$ cat src/rtl/io_supply_sequencer.sv
// Staggered power-up / reverse power-down sequencer for the IO pad ring supply segments.
// Waits on each segment's synchronized power-good, supervises the enabled segments and latches faults.
module io_supply_sequencer #(
    parameter int N_CH    = 4,
    parameter int STAGGER = 16,
    parameter int TIMEOUT = 256,
    localparam int CH_W   = (N_CH > 1) ? $clog2(N_CH) : 1
) (
    input  logic            clk,
    input  logic            rst,
    input  logic            up_req,
    input  logic [N_CH-1:0] pg_in,
    input  logic            fault_clr,
    output logic [N_CH-1:0] pwr_en,
    output logic            ready,
    output logic            busy,
    output logic            fault,
    output logic [CH_W-1:0] fault_ch
);

    localparam int CNT_MAX = (STAGGER > TIMEOUT) ? STAGGER : TIMEOUT;
    localparam int CNT_W   = $clog2(CNT_MAX);

    localparam logic [CNT_W-1:0] GAP_LAST = CNT_W'(STAGGER - 1);
    localparam logic [CNT_W-1:0] TO_LAST  = CNT_W'(TIMEOUT - 1);
    localparam logic [CH_W-1:0]  LAST_CH  = CH_W'(N_CH - 1);

    typedef enum logic [2:0] {OFF, UP_WAIT, UP_GAP, ON, DN, FAULT} state_t;

    state_t          state;
    logic [CH_W-1:0]  idx;
    logic [CNT_W-1:0] cnt;
    logic [N_CH-1:0]  pg_meta;
    logic [N_CH-1:0]  pg_s;
    logic [N_CH-1:0]  bad;
    logic [CH_W-1:0]  bad_idx;

    // pg_in is asynchronous to clk, so it only ever reaches the FSM through two flops.
    always_ff @(posedge clk) begin
        if (rst) begin
            pg_meta <= '0;
            pg_s    <= '0;
        end else begin
            pg_meta <= pg_in;
            pg_s    <= pg_meta;
        end
    end

    assign bad = pwr_en & ~pg_s;

    // Lowest enabled segment that has lost power-good.
    always_comb begin
        bad_idx = '0;
        for (int i = N_CH - 1; i >= 0; i--) begin
            if (bad[i]) bad_idx = CH_W'(i);
        end
    end

    always_ff @(posedge clk) begin
        if (rst) begin
            state    <= OFF;
            idx      <= '0;
            cnt      <= '0;
            pwr_en   <= '0;
            ready    <= 1'b0;
            busy     <= 1'b0;
            fault    <= 1'b0;
            fault_ch <= '0;
        end else begin
            case (state)
                OFF: begin
                    if (up_req) begin
                        pwr_en <= N_CH'(1);
                        idx    <= '0;
                        cnt    <= '0;
                        busy   <= 1'b1;
                        state  <= UP_WAIT;
                    end
                end
                UP_WAIT: begin
                    if (!up_req) begin
                        pwr_en[idx] <= 1'b0;
                        cnt         <= '0;
                        state       <= DN;
                    end else if (pg_s[idx]) begin
                        cnt   <= '0;
                        state <= UP_GAP;
                    end else if (cnt == TO_LAST) begin
                        pwr_en   <= '0;
                        busy     <= 1'b0;
                        fault    <= 1'b1;
                        fault_ch <= idx;
                        state    <= FAULT;
                    end else begin
                        cnt <= cnt + 1'b1;
                    end
                end
                // Supervision outranks both the abort request and the stagger counter.
                UP_GAP: begin
                    if (|bad) begin
                        pwr_en   <= '0;
                        busy     <= 1'b0;
                        fault    <= 1'b1;
                        fault_ch <= bad_idx;
                        state    <= FAULT;
                    end else if (!up_req) begin
                        pwr_en[idx] <= 1'b0;
                        cnt         <= '0;
                        state       <= DN;
                    end else if (cnt == GAP_LAST) begin
                        if (idx == LAST_CH) begin
                            busy  <= 1'b0;
                            ready <= 1'b1;
                            state <= ON;
                        end else begin
                            idx                  <= idx + 1'b1;
                            pwr_en[idx + 1'b1]   <= 1'b1;
                            cnt                  <= '0;
                            state                <= UP_WAIT;
                        end
                    end else begin
                        cnt <= cnt + 1'b1;
                    end
                end
                ON: begin
                    if (|bad) begin
                        pwr_en   <= '0;
                        ready    <= 1'b0;
                        fault    <= 1'b1;
                        fault_ch <= bad_idx;
                        state    <= FAULT;
                    end else if (!up_req) begin
                        pwr_en[N_CH-1] <= 1'b0;
                        idx            <= LAST_CH;
                        cnt            <= '0;
                        ready          <= 1'b0;
                        busy           <= 1'b1;
                        state          <= DN;
                    end
                end
                // Teardown runs to completion; up_req is deliberately ignored here.
                DN: begin
                    if (cnt == GAP_LAST) begin
                        if (idx == '0) begin
                            busy  <= 1'b0;
                            state <= OFF;
                        end else begin
                            idx                <= idx - 1'b1;
                            pwr_en[idx - 1'b1] <= 1'b0;
                            cnt                <= '0;
                        end
                    end else begin
                        cnt <= cnt + 1'b1;
                    end
                end
                FAULT: begin
                    if (fault_clr && !up_req) begin
                        fault    <= 1'b0;
                        fault_ch <= '0;
                        idx      <= '0;
                        cnt      <= '0;
                        state    <= OFF;
                    end
                end
                default: begin
                    pwr_en <= '0;
                    ready  <= 1'b0;
                    busy   <= 1'b0;
                    fault  <= 1'b0;
                    state  <= OFF;
                end
            endcase
        end
    end

endmodule

$ cat config.mk
export PLATFORM = sky130hd
export DESIGN_NAME = io_supply_sequencer
export DESIGN_NICKNAME = d
export VERILOG_FILES = /design/src/rtl/io_supply_sequencer.sv
export SDC_FILE = /design/constraint.sdc
export NUM_CORES = 1
export LEC_CHECK = 0
export BUFFER_PORTS_ARGS = -buffer_cell sky130_fd_sc_hd__buf_2
export CAP_MARGIN = 15
export CORE_ASPECT_RATIO = 0.8
export CORE_UTILIZATION = 65
export CTS_BUF_LIST = sky130_fd_sc_hd__clkbuf_2
export CTS_CLUSTER_SIZE = 40
export DETAILED_ROUTE_END_ITERATION = 10
export PLACE_DENSITY = 0.85
export SETUP_SLACK_MARGIN = 0.1
export SYNTH_ARGS = -nofsm -noshare
export SYNTH_HDL_FRONTEND = slang
export SYNTH_SLANG_ARGS = --single-unit
$ cat constraint.sdc
create_clock -name clk -period 3.7 [get_ports clk]
set_input_delay 0.185 -clock clk [delete_from_list [all_inputs] [get_ports clk]]
set_output_delay 0.185 -clock clk [all_outputs]
set_load 0.01 [all_outputs]
## Word-level counts from Yosys, hierarchy flattened

Index checks and enable logic that the tools add are counted.

- Bits in registers: 30
- Bits of input ports: 8
- Output and inout bits: 9
- Word-level logic and storage cells: 184

- Add/sub/neg operators: 3
- Magnitude comparators: 6
- Eq/ne operators: 37
- Mux-type cells: 94
- Bitwise gates (word level): 10
- Reduce and logical (&&, ||, !) cells: 23

Operators by type and width:

| kind | count |
|---|---|
| $mux 8 | 13 |
| $pmux 8 s6 | 1 |
| $mux 4 | 10 |
| $mux 3 | 13 |
| $mux 2 | 19 |
| $ne 2x2->1 const B | 16 |
| $mux 1 | 27 |
| $reduce_and 9->1 | 3 |
| $pmux 4 s6 | 1 |
| $ne 3x3->1 const B | 7 |
| $ne 4x4->1 const B | 5 |
| $pmux 3 s6 | 1 |
| $reduce_and 6->1 | 3 |
| $and 4x4->4 | 3 |
| $not 4->4 | 3 |
| $reduce_and 12->1 | 1 |
| $reduce_and 11->1 | 1 |
| $pmux 2 s5 | 1 |
| $lt 2x3->1 const B | 3 |
| $add 8x1->8 const B | 1 |
| $eq 8x4->1 const B | 1 |
| $eq 8x8->1 const B | 1 |
| $reduce_or 4->1 | 2 |
| $reduce_and 7->1 | 1 |
| 24 further kinds | 36 |

## Logic depth before layout (Yosys ltp)

Gate-level depths: netlist of run 1.

- Depth after elaboration: 11
- Depth in mapped cells: 7
- Mapped depth without buffers: 7

## Worst setup path after synthesis of run 1

OpenSTA, ideal clock, no wires.

- Kind: register to register
- Start: reg idx[0]
- End: reg pwr_en[0]
- Library setup time: 133 ps
- Arrival time: 1,922 ps
- Required time: 3,567 ps
- Path slack: 1,645 ps
- Cell stages (with the launch flop): 6
- Path buffers: 0
- Clock period less this slack: 2,055 ps
- Cells stage by stage: dfxtp_1 -> mux4_2 -> o31a_1 -> a311oi_4 -> o311a_1 -> a311oi_1

- Cells in the longest elaborated chain, start to end: 11
- Elaborated cells on any way between the ends: 38
- Those cells by class: add/sub (2); order compare (6); eq/ne (4); mux (16); bitwise (5); reduce/logical (5)

Ends and longest elaborated chain:

| what | RTL line | source |
|---|---|---|
| start: declaration | 31 | `logic [CH_W-1:0] idx;` |
| start signal: assignment | 116 | `idx <= idx + 1'b1;` |
| start signal: assignment | 148 | `idx <= idx - 1'b1;` |
| $add 2x1->2 | 117 | `pwr_en[idx + 1'b1] <= 1'b1;` |
| $lt 2x3->1 (implied by the code) or $ge 2x1->1 (tied branches) | 117 |  |
| $logic_and 1x1->1 (implied by the code) | 117 |  |
| $mux 1 (implied by the code) | 117 |  |
| $demux 1 s2 | 117 |  |
| $or 4x4->4 (no line) | - |  |
| $mux 4 | 111 | `if (idx == LAST_CH) begin` |
| $mux 4 | 110 | `end else if (cnt == GAP_LAST) begin` |
| $mux 4 | 106 | `end else if (!up_req) begin` |
| $mux 4 | 100 | `if (\|bad) begin` |
| $pmux 4 s6 | 70 | `case (state)` |
| end signal: assignment | 73 | `pwr_en <= N_CH'(1);` |
| end signal: assignment | 101 | `pwr_en <= '0;` |
| end signal: indexed assignment | 107 | `pwr_en[idx] <= 1'b0;` |
| end: declaration | 14 | `output logic [N_CH-1:0] pwr_en,` |

Parallel ways exist; a longest one is shown, timed or not. The select of a mux whose other input is x is not followed.
A chain may end at the register's enable or synchronous reset.

## Worst setup path in the final report of run 1

- Start: reg state[1]
- End: reg cnt[0]

- Cells in the longest elaborated chain, start to end: 3
- Elaborated cells on any way between the ends: 17
- Those cells by class: eq/ne (13); mux (1); reduce/logical (3)

Ends and longest elaborated chain:

| what | RTL line | source |
|---|---|---|
| start: declaration | 30 | `state_t state;` |
| start signal: assignment | 61 | `state <= OFF;` |
| start signal: assignment | 77 | `state <= UP_WAIT;` |
| start signal: assignment | 84 | `state <= DN;` |
| $eq 3x2->1 (tied with other cells) | 70 |  |
| $ne 4x4->1 (no line) (tied with other cells) | - |  |
| $reduce_and 9->1 (no line) | - |  |
| end signal: assignment | 95 | `cnt <= cnt + 1'b1;` |
| end signal: assignment | 122 | `cnt <= cnt + 1'b1;` |
| end signal: assignment | 153 | `cnt <= cnt + 1'b1;` |
| end: declaration | 32 | `logic [CNT_W-1:0] cnt;` |

Parallel ways exist; a longest one is shown, timed or not.

==> reports/results.txt, run 1 <==
placed cell areas -> 0.00220 mm²
CTS tree -> built
antenna-violating nets left -> 0
total grt overflow -> 0
Worst R2R Path Depth -> 5
Setup Viol. Count Final -> 0
Root Driver -> clkbuf_2
io pins -> 17
status -> finished clean
Synth top area share -> 0.281
GRT Total Usage -> 0.335
synthesized area per cell -> 7.89 µm²
core area -> 0.00311 mm²
min-delay worst type -> primary input to register
WL final -> 5430 µm
crit share post-route -> 0.730
routed length per placed instance -> 17.1 µm
DIE AREA -> 0.00352 mm²
vias in the first global route -> 1756
Reg area -> 601 µm²
Mapped Cells -> 271
pre-CTS setup slack -> 1.13 ns
final antenna diode count -> 0
CTS resizes -> 0
fin area -> 0.00224 mm²
max cap viols -> 0
H-tree level count -> 2
DRC -> 0
share of cells above drive strength 1 -> 0.123
Worst Setup Start Kind -> register
total negative slack -> 0 ns
gp weighted congestion -> 0.978
worst slew pin tran -> 0.778 ns
Met3 Routed Length -> 580 µm
CTS clk-pin slew, worst paths -> 0.14 ns
Fillers -> 260
Crit path arrival time -> 3.01 ns
Final nets -> 290
Worst Slack Setup Final -> 1.00 ns
Post-CTS Hold Buffers -> 0
met1 WL -> 2570 µm
post-CTS setup buffer count -> 0
R2R Path End -> cnt[0]
Clk Latency, worst-skew pair -> 0.38 ns
initial core utilization -> 0.688
Die Y -> 53.3 µm
min-delay src -> pg_in[2]
total CTS buffers -> 5
Rel. slew slack -> 0.479
Clock Sink Count -> 30
crit-path max FO -> 26
RSZ-0062 raised after global routing -> false
Peak VDD IR -> 330 µV
Synth Net Count -> 284
CP max stage cell -> dfxtp_1
Post-Syn Area -> 0.00214 mm²
leakage -> 0.000812 µW
maximum clock insertion buffer count -> 2
Hold Crit Depth -> 2
Die W -> 66.1 µm
max layer used -> met4
hold slack final -> 0.00950 ns
Largest stage delay, worst path -> 0.84 ns
Post-synth EDFFs -> 0
Vias -> 2212
CP required -> 4.01 ns
FF+latch count, synth -> 30
pin count of the biggest net entering global routing -> 27
Detailed Routing Iterations Pass 1 -> 5
Crit Reg-Reg Startpoint -> state[1]
Seq/Total Area, Yosys -> 0.281
Hold Path End -> pg_meta[2]
input/output buffers -> 16
Synth async-reset ratio -> 0
Synth cell types -> 58
site row count -> 18
Final Skew -> 0.0157 ns
Crit. End Element -> register
commonest register cell after synthesis -> dfxtp_1
Fmax -> 370 MHz
met2 WL -> 2200 µm
Ys Warns -> 0
first-pass GRT wire length -> 8670 µm
multi-input logic area -> 0.00143 mm²
largest area contributor in the netlist -> dfxtp_1
min Tclk post-route -> 2.70 ns
Starting DRT DRC Count -> 290
Crit Path Category -> register to register
cells along the critical path -> nor2b_1, nand2_1, o211ai_1, or3_1, mux2i_1
dpl hpwl -> 3880 µm
DR vias/cell -> 6.98
fin. max-slew vios -> 0
synth top area cells -> dfxtp_1 28%, nor2b_1 5.0%, a21oi_1 4.7%, nand2_1 4.2%, nor2_1 3.2%
Hold Fails Final Rpt -> 0
PD cells -> 494 mW/mm²
R2R setup slack -> 1.00 ns
initial antenna violation count -> 0
Area Overhead vs Synth -> 4.68%
-- area by class of cell --
| class | count | area share |
|---|---|---|
| Sequential cell | 30 | 0.268 |
| Timing Repair Buffer | 18 | 0.0425 |
| Multi-Input combinational cell | 214 | 0.638 |
| Clock buffer | 5 | 0.0112 |
| Inverter | 8 | 0.0134 |
| Clock inverter | 2 | 0.00447 |
| Tap cell | 40 | 0.0224 |
-- Yosys cell counts (all sizes together), types with 2 or more instances --
library cell and n:
a311oi 3, nand2b 7, a41oi 3, a21boi 2, ha 5, a32oi 3, o311a 2, o2bb2ai 3
inv 8, nand4 5, a21oi 20, dfxtp 30, o41ai 7, nand3 12, or4 2, o21ai 11
a31oi 4, or3 3, nor4b 3, nor2b 17, clkbuf 11, o32ai 3, nor3b 3, and3 2
mux2i 4, nor4 6, nor2 18, nand2 24, nor3 6, buf 8, o211a 2, o211ai 6
o31ai 2, nand3b 2, a211oi 5
-- critical path: cells and delay by family (launching register included) --
family / cells / cell delay (ns)
AO/OA/AOI/OAI: 1 / 0.68
flip-flops: 1 / 0.84
multiplexers: 1 / 0.18
AND/OR/NAND/NOR: 3 / 0.93
-- flip-flops by register name, indices dropped and copies added (netlist names) --
register  flops
ready         1
pg_s          4
fault         1
state         3
pwr_en        4
fault_ch      2
idx           2
pg_meta       4
busy          1
cnt           8
-- placed cells by master (no fill, tap or decap), types with 3 or more instances in the layout --
| cell | synthesis | final |
|---|---|---|
| or3_1 | 3 | 3 |
| o32ai_1 | 3 | 3 |
| ha_1 | 5 | 5 |
| nand3_1 | 12 | 12 |
| o21ai_0 | 11 | 11 |
| o211ai_1 | 6 | 6 |
| dfxtp_1 | 30 | 30 |
| nand2_1 | 24 | 24 |
| nand2b_1 | 7 | 7 |
| nand4_1 | 5 | 5 |
| o2bb2ai_1 | 3 | 3 |
| o41ai_1 | 7 | 7 |
| mux2i_1 | 4 | 4 |
| nor2b_1 | 17 | 17 |
| a211oi_1 | 5 | 5 |
| a32oi_1 | 3 | 3 |
| a21oi_1 | 20 | 20 |
| buf_2 | 7 | 16 |
| clkbuf_2 | 0 | 5 |
| a41oi_1 | 3 | 3 |
| inv_1 | 8 | 8 |
| a31oi_1 | 4 | 4 |
| nor3_1 | 6 | 6 |
| nor2_1 | 18 | 18 |
| nor4_1 | 6 | 6 |
-- how the worst max path moves through the flow --
stage	startpoint	to	cells after the start
floorplan	idx[0]	pwr_en[0]	5
global placement	state[1]	cnt[0]	5
detailed placement	state[1]	idx[1]	5
CTS	state[1]	idx[1]	5
global route	state[1]	cnt[0]	5
finish	state[1]	cnt[0]	5
-- stage by stage --
stage	instances	utilization	total power, µW
5_1_grt	317	0.720	1180
2_1_floorplan	271	-	823
3_5_place_dp	310	0.709	942
3_3_place_gp	310	0.709	939
4_1_cts	317	0.720	1090
6_report	317	0.720	1110
-- cells by family (layout without fill, tap and decap cells) --
group,count (synthesis),after routing,synth area share
flops,30,30,0.281
mux,5,5,0.0293
compound gates,85,85,0.292
buf+inv,27,33,0.0515
fa+ha+maj,5,5,0.0293
simple gates,119,119,0.317
-- power breakdown --
part,switching (µW),internal [µW],total (µW)
clock network,112,40.8,153
logic,319,208,528
registers,68.2,357,425
total,499,606,1110
-- per-layer routing --
| layer | up-vias | GRT usage |
|---|---|---|
| met4 | 0 | 0.121 |
| met2 | 127 | 0.452 |
| li1 | 1057 | - |
| met3 | 11 | 0.0754 |
| met5 | - | 0 |
| met1 | 1017 | 0.504 |
Note: power is estimated with default switching activity, not from simulation.
==> run 2: changes to the inputs <==
--- a/config.mk
+++ b/config.mk
@@ -8,11 +8,11 @@
 export BUFFER_PORTS_ARGS = -buffer_cell sky130_fd_sc_hd__buf_2
 export CAP_MARGIN = 15
 export CORE_ASPECT_RATIO = 0.8
-export CORE_UTILIZATION = 65
+export CORE_UTILIZATION = 56
 export CTS_BUF_LIST = sky130_fd_sc_hd__clkbuf_2
 export CTS_CLUSTER_SIZE = 40
 export DETAILED_ROUTE_END_ITERATION = 10
-export PLACE_DENSITY = 0.85
+export PLACE_DENSITY = 0.78
 export SETUP_SLACK_MARGIN = 0.1
 export SYNTH_ARGS = -nofsm -noshare
 export SYNTH_HDL_FRONTEND = slang
==> constraint.sdc (replaced) <==
create_clock -name clk -period 2.2 [get_ports clk]
set_input_delay 0.11 -clock clk [delete_from_list [all_inputs] [get_ports clk]]
set_output_delay 0.11 -clock clk [all_outputs]
set_load 0.01 [all_outputs]
==> run 2 against run 1 <==
The flow now finishes with violations (DRC). Fmax increased by 24%. Non-clock buffer count increased by 49. Sequential power increased by 60%. First-iteration DRC count increased by 29%. Critical path depth increased by 1. Core utilization increased by 7.8 points. Sequential cell count unchanged. Setup slack got worse by 0.97 ns. Wire length increased by 45%. Global-route usage increased by 0.15 points.
==> reports/results.txt, run 2 (synthesis results as in run 1) <==
status -> complete, but fails checks
failing checks -> DRC
Fillers -> 228
routed length per placed instance -> 21.3 µm
min-delay worst type -> primary input to register
Largest stage delay, worst path -> 0.51 ns
core area -> 0.00354 mm²
Crit path arrival time -> 2.45 ns
share of cells above drive strength 1 -> 0.336
Final Skew -> 0.0256 ns
WL final -> 7870 µm
initial antenna violation count -> 0
CTS clk-pin slew, worst paths -> 0.19 ns
Final nets -> 339
fin area -> 0.00283 mm²
Crit Reg-Reg Startpoint -> state[0]
CP max stage cell -> dfxtp_2
Crit path max-delay family -> compound AO/OA/AOI/OAI gates
CTS tree -> built
Fmax -> 460 MHz
fin. max-slew vios -> 0
clock group share of total power -> 0.124
Detailed Routing Iterations Pass 1 -> 11
Int Power -> 1270 µW
gp weighted congestion -> 0.975
Largest register FFs -> 8
worst slew pin tran -> 0.463 ns
most frequent cells in the layout -> 42 x buf_4, 24 x nand2_1, 22 x dfxtp_1
DIE AREA -> 0.00407 mm²
Die W -> 71.1 µm
Clock Sink Count -> 30
initial core utilization -> 0.603
total negative slack -> 0 ns
cells along the critical path -> nor2_1, a32oi_1, o211ai_1, clkdlybuf4s15_2, o41ai_1, a21oi_1
Die Y -> 57.3 µm
H-tree level count -> 2
post-route insts no fill -> 369
first-pass GRT wire length -> 10500 µm
commonest non-fill, non-tap cell in the layout -> buf_4
utilization after layout -> 0.798
Peak VDD IR -> 509 µV
Inst Count DP -> 345
input/output buffers -> 16
min Tclk post-route -> 2.17 ns
maximum clock insertion buffer count -> 2
io pins -> 17
Gate power share -> 0.585
Clk Latency, worst-skew pair -> 0.40 ns
Crit. End Element -> register
Reg area -> 611 µm²
DRC -> 1
NetSw -> 1070 µW
DR vias/cell -> 7.24
multi-input logic area -> 0.00160 mm²
PD cells -> 828 mW/mm²
max cap viols -> 0
antenna-violating nets left -> 0
Area Overhead vs Synth -> 32.2%
total grt overflow -> 0
Crit Path Category -> register to register
leakage -> 0.00110 µW
crit path from -> state[0]
crit share post-route -> 0.987
buffers plus inverters on the worst setup path -> 1
RSZ-0062 raised after global routing -> true
Setup Viol. Count Final -> 0
power share of the sequential group -> 0.291
vias in the first global route -> 2118
switching part of the total -> 0.457
total power -> 2340 µW
GRT Total Usage -> 0.337
Hold Fails Final Rpt -> 0
crit-path max FO -> 13
placed cell areas -> 0.00245 mm²
Vias -> 2672
Starting DRT DRC Count -> 373
final antenna diode count -> 0
CP required -> 2.47 ns
pin count of the biggest net entering global routing -> 26
Rel. slew slack -> 0.691
total CTS buffers -> 5
min-delay src -> rst
register bank with the most flops -> cnt
Root Driver -> clkbuf_2
site row count -> 19
Worst Setup Start Kind -> register
dpl hpwl -> 4790 µm
==> run 2: cell type report <==
| type | instances | share of cell area |
|---|---|---|
| Inverter | 8 | 0.0106 |
| Multi-Input combinational cell | 214 | 0.565 |
| Tap cell | 42 | 0.0186 |
| Clock buffer | 5 | 0.00886 |
| Timing Repair Buffer | 67 | 0.175 |
| Clock inverter | 3 | 0.00576 |
| Sequential cell | 30 | 0.216 |
==> run 2: worst paths after layout <==
path / endpoint / slack [ns] / depth (start not counted)
worst max-delay path: cnt[6] / 0.03 / 6
worst max register to register: cnt[6] / 0.03 / 6
worst min-delay path: busy / 0.05 / 4
worst min register to register: pg_s[1] / 0.46 / 1
==> run 2: worst register-to-register path, stage by stage, from the launching register on <==
cell	delay (ns)
dfxtp_2	0.51
nor2_1	0.10
a32oi_1	0.34
o211ai_1	0.25
clkdlybuf4s15_2	0.33
o41ai_1	0.41
a21oi_1	0.11
==> run 2: per-stage QoR <==
step                      hold WS (ns)  setup slack, ns
after floorplan                  0.238            0.145
after global placement           0.317           0.0782
after detailed placement         0.328           0.0224
after CTS                       0.0569            0.105
after global routing            0.0860          0.00773
final                           0.0527           0.0283
==> run 2: metal layers <==
metal | vias to the layer above | global-route usage | wire length, µm
met5 | - | 0 | 0
met4 | 0 | 0.0971 | 443
met3 | 72 | 0.0936 | 1150
met2 | 258 | 0.474 | 3210
met1 | 1192 | 0.501 | 3070
li1 | 1150 | - | -
==> run 2: repair_timing <==
| item | 4_1_cts | 5_1_grt |
|---|---|---|
| endpoints found under the setup margin | 9 | 18 |
| endpoints found under the hold margin | 4 | 0 |
| pin swaps | 4 | 16 |
| cloned | 0 | 2 |
| gates resized for setup | 6 | 36 |
| setup buffers | 5 | 5 |
| hold buffers | 4 | 0 |
==> run 2: power groups by stage <==
| stage | clock network, µW | logic [µW] | registers [µW] |
|---|---|---|---|
| 2_1_floorplan | 0 | 721 | 662 |
| 3_3_place_gp | 0 | 1070 | 679 |
| 3_5_place_dp | 0 | 1090 | 680 |
| 4_1_cts | 287 | 1150 | 670 |
| 5_1_grt | 314 | 1420 | 686 |
| 6_report | 291 | 1370 | 680 |
